## src/rtl/crank_wheel_gen_pkg.sv

```systemverilog
// Shared types and constants for the crank trigger-wheel generator.
package crank_wheel_gen_pkg;

  typedef enum logic [1:0] {
    ST_IDLE,
    ST_HIGH,
    ST_LOW,
    ST_GAP
  } state_t;

  localparam int MIN_PERIOD = 4;

endpackage

```

## src/rtl/crank_gen_slot_timer.sv

```systemverilog
// Slot phase counter. It latches the clamped period at slot start and
// flags the half point and the last cycle of the slot.
module crank_gen_slot_timer
  import crank_wheel_gen_pkg::*;
#(
  parameter int PCNT_WIDTH = 24
) (
  input  logic                  clk,
  input  logic                  rst,
  input  logic                  start,
  input  logic                  run,
  input  logic [PCNT_WIDTH-1:0] period_sh,
  output logic [PCNT_WIDTH-1:0] pcnt,
  output logic                  clamped,
  output logic                  half_end,
  output logic                  slot_end
);

  localparam logic [PCNT_WIDTH-1:0] MIN_P = PCNT_WIDTH'(MIN_PERIOD);
  localparam logic [PCNT_WIDTH-1:0] ONE   = PCNT_WIDTH'(1);

  logic [PCNT_WIDTH-1:0] period_act;
  logic [PCNT_WIDTH-1:0] eff_period;
  logic [PCNT_WIDTH-1:0] half;
  logic                  clamp_now;

  assign clamp_now  = period_sh < MIN_P;
  assign eff_period = clamp_now ? MIN_P : period_sh;
  assign half       = period_act >> 1;
  assign half_end   = (pcnt == half - ONE);
  assign slot_end   = (pcnt == period_act - ONE);

  // period_act only changes at slot start, so a new shadow never bends the current slot
  always_ff @(posedge clk) begin
    if (rst) begin
      pcnt       <= '0;
      period_act <= '0;
      clamped    <= 1'b0;
    end else if (start || (run && slot_end)) begin
      pcnt       <= '0;
      period_act <= eff_period;
      clamped    <= clamp_now;
    end else if (run) begin
      pcnt       <= pcnt + ONE;
    end else begin
      pcnt       <= '0;
      period_act <= '0;
      clamped    <= 1'b0;
    end
  end

endmodule

```

## src/rtl/crank_wheel_gen.sv

```systemverilog
// Synthetic TEETH-minus-MISSING crank wheel generator with tooth index, gap and
// revolution outputs. Define CRANK_WHEEL_GEN_CAM_EN to add a once-per-two-revs cam_out.
module crank_wheel_gen
  import crank_wheel_gen_pkg::*;
#(
  parameter int PCNT_WIDTH = 24,
  parameter int TEETH      = 60,
  parameter int MISSING    = 2,
  parameter int TCNT_WIDTH = 8
) (
  input  logic                  clk,
  input  logic                  rst,
  input  logic                  ena,
  input  logic [PCNT_WIDTH-1:0] period_in,
  input  logic                  period_load,
  output logic                  tooth_out,
  output logic                  gap_out,
  output logic [TCNT_WIDTH-1:0] tcnt_out,
  output logic                  rev_pulse,
  output logic                  period_err
`ifdef CRANK_WHEEL_GEN_CAM_EN
  ,
  output logic                  cam_out
`endif
);

  localparam logic [TCNT_WIDTH-1:0] LAST_SLOT = TCNT_WIDTH'(TEETH - 1);
  localparam logic [TCNT_WIDTH-1:0] PRESENT   = TCNT_WIDTH'(TEETH - MISSING);

  state_t                state;
  logic [TCNT_WIDTH-1:0] tcnt;
  logic [TCNT_WIDTH-1:0] tcnt_nxt;
  logic [PCNT_WIDTH-1:0] period_sh;
  logic [PCNT_WIDTH-1:0] pcnt;
  logic                  clamped;
  logic                  half_end;
  logic                  slot_end;
  logic                  start;
  logic                  run;

  assign start    = (state == ST_IDLE) && ena;
  assign run      = (state != ST_IDLE) && ena;
  assign tcnt_nxt = (tcnt == LAST_SLOT) ? '0 : tcnt + TCNT_WIDTH'(1);

  crank_gen_slot_timer #(
    .PCNT_WIDTH(PCNT_WIDTH)
  ) u_slot_timer (
    .clk      (clk),
    .rst      (rst),
    .start    (start),
    .run      (run),
    .period_sh(period_sh),
    .pcnt     (pcnt),
    .clamped  (clamped),
    .half_end (half_end),
    .slot_end (slot_end)
  );

  // Outputs are registered from the pre-edge state, so they trail the FSM by one cycle.
  always_ff @(posedge clk) begin
    if (rst) begin
      state      <= ST_IDLE;
      tcnt       <= '0;
      period_sh  <= '0;
      tooth_out  <= 1'b0;
      gap_out    <= 1'b0;
      tcnt_out   <= '0;
      rev_pulse  <= 1'b0;
      period_err <= 1'b0;
    end else begin
      if (period_load) period_sh <= period_in;

      tooth_out  <= (state == ST_HIGH);
      gap_out    <= (state == ST_GAP);
      tcnt_out   <= (state == ST_IDLE) ? '0 : tcnt;
      rev_pulse  <= (state != ST_IDLE) && (tcnt == '0) && (pcnt == '0);
      period_err <= (state != ST_IDLE) && clamped;

      case (state)
        ST_IDLE: begin
          tcnt <= '0;
          if (ena) state <= ST_HIGH;
        end
        default: begin
          if (!ena) begin
            state <= ST_IDLE;
            tcnt  <= '0;
          end else if (slot_end) begin
            tcnt  <= tcnt_nxt;
            state <= (tcnt_nxt < PRESENT) ? ST_HIGH : ST_GAP;
          end else if ((state == ST_HIGH) && half_end) begin
            state <= ST_LOW;
          end
        end
      endcase
    end
  end

`ifdef CRANK_WHEEL_GEN_CAM_EN
  logic rev_par;

  // rev_par is 0 during the first revolution after a start, so cam fires on even revolutions
  always_ff @(posedge clk) begin
    if (rst) begin
      rev_par <= 1'b0;
      cam_out <= 1'b0;
    end else begin
      cam_out <= (state != ST_IDLE) && (tcnt == '0) && !rev_par;
      if ((state == ST_IDLE) || !ena)
        rev_par <= 1'b0;
      else if (slot_end && (tcnt == LAST_SLOT))
        rev_par <= ~rev_par;
    end
  end
`endif

endmodule
```

## config.mk

```make
export PLATFORM = sky130hd
export DESIGN_NAME = crank_wheel_gen
export DESIGN_NICKNAME = d
export VERILOG_FILES = /design/src/rtl/crank_wheel_gen_pkg.sv /design/src/rtl/crank_gen_slot_timer.sv /design/src/rtl/crank_wheel_gen.sv
export SDC_FILE = /design/constraint.sdc
export NUM_CORES = 1
export LEC_CHECK = 0
export ABC_AREA = 1
export CAP_MARGIN = 20
export CORE_MARGIN = 1
export CORE_UTILIZATION = 40
export CTS_CLUSTER_DIAMETER = 50
export DETAILED_ROUTE_END_ITERATION = 10
export PLACE_DENSITY_LB_ADDON = 0.2
export SKIP_LAST_GASP = 1
export SLEW_MARGIN = 15
export SYNTH_ARGS = -nofsm -noshare
export SYNTH_HDL_FRONTEND = slang
export SYNTH_HIERARCHICAL = 1
export SYNTH_SLANG_ARGS = --single-unit
```

## constraint.sdc

```tcl
create_clock -name clk -period 8.1 [get_ports clk]
set_clock_uncertainty 0.2 [all_clocks]
set_input_delay 0.81 -clock clk [delete_from_list [all_inputs] [get_ports clk]]
set_output_delay 0.81 -clock clk [all_outputs]
set_load 0.02 [all_outputs]
```

After elaboration in Yosys (flattened, before gate mapping) --
Index checks and enable logic that the tools add are counted.
Storage, ports and cells: output and inout bits 12, input bits 28, register bits 95, ROM bits 0, logic and storage cells 55, bits in latches 0, RAM bits 0, memories 0
Operators by class: divide/modulo/power cells 0, multiply operators 0, shifts and indexed selects 0, add/sub/neg operators 4, order comparisons 2, reduce and logical (&&, ||, !) cells 16, bitwise operators 2, mux-type cells 12, eq/ne operators 8
Operators with widths (count):
- $mux W24 | 3
- $eq A24 B24 Y1 | 2
- $add A24 B1 Y24 const B | 1
- $logic_not A24 Y1 | 1
- $lt A24 B3 Y1 const B | 1
- $sub A23 B1 Y24 const B | 1
- $sub A24 B1 Y24 const B | 1
- $mux W2 | 6
- $add A8 B1 Y8 const B | 1
- $eq A8 B6 Y1 const B | 1
- $logic_not A8 Y1 | 1
- $lt A8 B6 Y1 const B | 1
- $mux W8 | 1
- $logic_and A1 B1 Y1 | 7
- $reduce_or A3 Y1 | 2
- $ne A2 B2 Y1 const B | 2
- $ne A4 B1 Y1 const B | 1
- $eq A2 B1 Y1 const B | 1
- $eq A2 B2 Y1 const B | 1
- $logic_not A2 Y1 | 1
- $mux W1 | 2
- $not A1 Y1 | 2
- $reduce_and A2 Y1 | 1
- $reduce_bool A2 Y1 | 1
- other kinds (2) | 2

Longest topological paths before layout --
word-level depth 7, depth in mapped cells 21, depth with buffers taken out 21

By module --
Netlist, hierarchy kept.
By module, submodules not included:
- crank_gen_slot_timer | times used 1, cells each 613, area an instance 3913.8 sq um
- crank_wheel_gen | times used 1, cells each 242, area an instance 1850.5 sq um

Worst setup path before layout --
Ideal clock, no wire load.
path kind reg2reg, start point register u_slot_timer.period_act[1], end point register state[1], stages on the path, launching flop included 19, period minus slack after synthesis 2.624 ns, arrival 2.365 ns, path slack 5.476 ns, buffers on the path 0, path through dfxtp_1 inv_1 ha_1 inv_1 nor2_2 nand3_1 nor2_1 and2_1 nand2_1 nand2_1 nor2_1 nand3_1 nor2_1 nand2_1 inv_1 inv_1 nand2_1 or4_1 nand2_1
Between the ends: word-level cells in the longest chain between the ends 5
Ends and longest elaborated chain:
- from (decl) | RTL line crank_gen_slot_timer.sv:22 | logic [PCNT_WIDTH-1:0] period_act;
- from (signal assigned) | RTL line crank_gen_slot_timer.sv:41 | period_act <= eff_period;
- $sub A24 B1 Y24 * | RTL line crank_gen_slot_timer.sv:31 | assign slot_end = (pcnt == period_act - ONE);
- $eq A24 B24 Y1 * | RTL line crank_gen_slot_timer.sv:31
- named net slot_end | RTL line crank_wheel_gen.sv:37 | logic slot_end;
- $mux W2 | RTL line crank_wheel_gen.sv:88 | end else if (slot_end) begin
- $mux W2 | RTL line crank_wheel_gen.sv:85 | if (!ena) begin
- $mux W2 | RTL line crank_wheel_gen.sv:79 | case (state)
- to (signal assigned) | RTL line crank_wheel_gen.sv:90 | state <= (tcnt_nxt < PRESENT) ? ST_HIGH : ST_GAP;
- to (decl) | RTL line crank_wheel_gen.sv:30 | state_t state;
Mark *: on every way through the listed nets, which the timed path passes. The rest lies on a longest branch. A chain may end at the register's enable or synchronous reset.

Worst setup path in the final report --
Ends and elaborated chain as after synthesis.

==> summary.md <==
| Metric | Value |
|---|---|
| Post-synth top area share | `33.0%` |
| Synthesized flop and latch total | `95` |
| Layout area overhead | `13.0%` |
| Max Cap Violations | `0` |
| Post-route ant nets | `0` |
| Critical path endpoint category | `flip-flop` |
| Hold/Removal Path Class | `reg2reg` |
| Die X | `between 100 and 150 µm` |
| GRT Total Usage | `about a fifth` |
| Placement Cell Area | `6230 µm²` |
| Initial antenna violation count | `0` |
| Ant diodes | `0` |
| CP arrival | `approximately 3400 ps` |
| Largest net degree at the start of global routing | `27` |
| Die Height | `~120 µm` |
| Status | `complete, no violations` |
| Final wirelength | `about 14000 µm` |
| Hold depth | `2` |
| Top-count cell post-synth | `nand2_1` |
| Sequential area share after synthesis | `between 30% and 40%` |
| Top cells by area, synth | `dfxtp_1 (33%), nand2_1 (11%), nor2_1 (9.7%)` |
| PD cells | `approximately 170 nW/µm²` |
| Pre-Repair DR Iteration Count | `5` |
| Number of flops mapped to enable cells by yosys | `0` |
| Vias per inst | `slightly below 5` |
| Synth cell count leaders | `nand2_1 (170), nor2_1 (149), dfxtp_1 (95), inv_1 (83), nand3_1 (82)` |
| R2R Setup Slk | `between 4000 and 5000 ps` |
| Vias in the first global route | `between 4000 and 5000` |
| Share of cells above drive strength 1 | `under 10%` |
| Max clock buf depth | `2` |
| Routed WL per cell | `13.1 µm` |
| Largest fanout on the critical path | `14` |
| Worst-Skew Late Latency | `between 300 and 400 ps` |
| Starting density of the core | `41.2%` |
| Fin area | `about 6500 µm²` |
| Core area | `between 10000 and 15000 µm²` |
| IO buf count | `39` |
| Primary FF master, synth | `dfxtp_1` |
| Asr flop ratio synth | `0%` |
| Max Fclk | `~300 MHz` |
| Worst slew pin tran | `around 710 ps` |
| Crit Path Category | `reg2reg` |
| I/O Pins | `40` |
| Fin cells | `~1100` |
| Drt drc | `0` |
| CP Data Required Time | `8200 ps` |
| Net Count, Synth | `between 800 and 900` |
| Cell leakage power | `about 2.9 nW` |
| Row count | `43` |
| Nets@finish | `slightly above 900` |
| Yosys top cell by area | `dfxtp_1` |
| First-pass GRT wire length | `23800 µm` |
| Startpoint Class | `flip-flop` |
| Die area | `14900 µm²` |
| Root buf cell | `clkbuf_16` |
| RSZ-0062 raised after global routing | `no` |
| Quantity of hold-fixing buffers added after cts | `0` |
| CTS resizes | `0` |
| Hold WS | `about 250 ps` |
| Grt total ovfl | `0` |
| Yosys warnings | `6` |
| Slew Limit Fails | `0` |
| Unique cell type count in the Yosys netlist | `slightly below 50` |
| Setup Buffers After CTS | `0` |
| Gpl congestion | `~0.9` |
| Crit path time final | `3310 ps` |
| CTS tree | `yes` |
| Worst-case reg-to-reg path depth | `18` |
| Inserted Clock Buffers | `9` |
| Total power | `about 1.1 mW` |
| Peak VDD IR | `between 0.1 and 0.15 mV` |
| DP Cell Count | `between 1000 and 1500` |
| Clk slew on worst S/H paths | `approximately 70 ps` |
| Final hold vios | `0` |
| Final Cycle Share | `40.8%` |
| Syn Area/Cell | `6.74 µm²` |
| Hpwl dp | `10900 µm` |
| Final setup viols | `0` |
| H-tree Lvls | `3` |
| Max_slew headroom | `52.4%` |
| Drt initial violations | `approximately 350` |
| Total number of vias | `approximately 5200` |
| Setup TNS | `0 ps` |
| Synthesized area | `between 5000 and 6000 µm²` |
| CTS Sinks | `95` |
| Synth Instances | `855` |
## placed cells by master (no fill, tap or decap), types with 17 or more instances in the layout
cell and instances:
nand3_1 82, clkdlybuf4s50_1 39, nor2_2 23, inv_1 83, nand2_1 170, o21ai_0 36
xor2_1 50, nor2_1 149, dfxtp_1 95, nand4_1 23, a21oi_1 17
## report_power, final
| part | internal (mW) | leakage, nW | switching [mW] | total, mW |
|---|---|---|---|---|
| combinational | 0.0720 | 1.95 | 0.120 | 0.192 |
| sequential | 0.480 | 0.773 | 0.0135 | 0.493 |
| clock | 0.220 | 0.138 | 0.187 | 0.406 |
| total | 0.771 | 2.86 | 0.320 | 1.09 |
## stage by stage
step,util (%),worst slack [ps]
CTS,46.6,4770
detailed placement,44.5,4800
finish,46.6,4790
global route,46.6,4450
floorplan,-,5480
global placement,44.5,4850
## registers in the layout, summed over array words and instances, names as in the netlist
register	cells
state	2
u_slot_timer/pcnt	24
period_err	1
tcnt_out	8
u_slot_timer/period_act	24
tooth_out	1
gap_out	1
tcnt	8
u_slot_timer/clamped	1
rev_pulse	1
period_sh	24
## logic make-up (layout without fill, tap and decap cells)
kind of cell | count (synthesis) | count (layout) | share of synthesized area [%]
xor gates and xnor gates | 66 | 66 | 10.0
DFF | 95 | 95 | 33.0
and+or+nand+nor | 498 | 498 | 39.9
buffers and inverters | 119 | 147 | 8.70
AOI/OAI and AO/OA | 72 | 72 | 7.25
adders and majority gates | 5 | 5 | 1.09
## metal layers
metal | part of all wire, % | GRT usage [%] | vias to the layer above
met3 | 4.8 | 3.75 | 18
met2 | 44 | 32.1 | 125
li1 | - | - | 2780
met4 | 1.8 | 7.33 | 0
met1 | 50 | 28.1 | 2286
met5 | 0 | 0 | -
## final cells by class
class / instances / area, µm²
Multi-Input combinational cell: 641 / 3360
Inverter: 91 / 344
Timing Repair Buffer: 40 / 398
Clock buffer: 11 / 243
Fill cell: 1492 / 7470
Tap cell: 180 / 225
Sequential cell: 95 / 1900
Clock inverter: 5 / 41.3
## worst paths after layout
check | startpoint | endpoint
setup / recovery | u_slot_timer/period_act[1]$_SDFFE_PP0P_ | state[1]$_SDFFE_PP0P_
hold / removal | u_slot_timer/clamped$_SDFFE_PP0P_ | period_err$_SDFF_PP0_
setup reg to reg | u_slot_timer/period_act[1]$_SDFFE_PP0P_ | state[1]$_SDFFE_PP0P_
hold reg to reg | u_slot_timer/clamped$_SDFFE_PP0P_ | period_err$_SDFF_PP0_
## critical path, stage by stage (launching register included)
cell	delay [ps]
dfxtp_1	340
inv_1	130
ha_1	260
inv_1	90
nor2_2	130
nand3_1	150
nor2_1	220
and2_1	180
nand2_1	50
nand2_1	60
nor2_1	40
nand3_1	80
nor2_1	60
nand2_1	250
inv_1	250
inv_1	210
nand2_1	90
or4_1	390
nand2_1	70
Note: power is estimated with default switching activity, not from simulation.
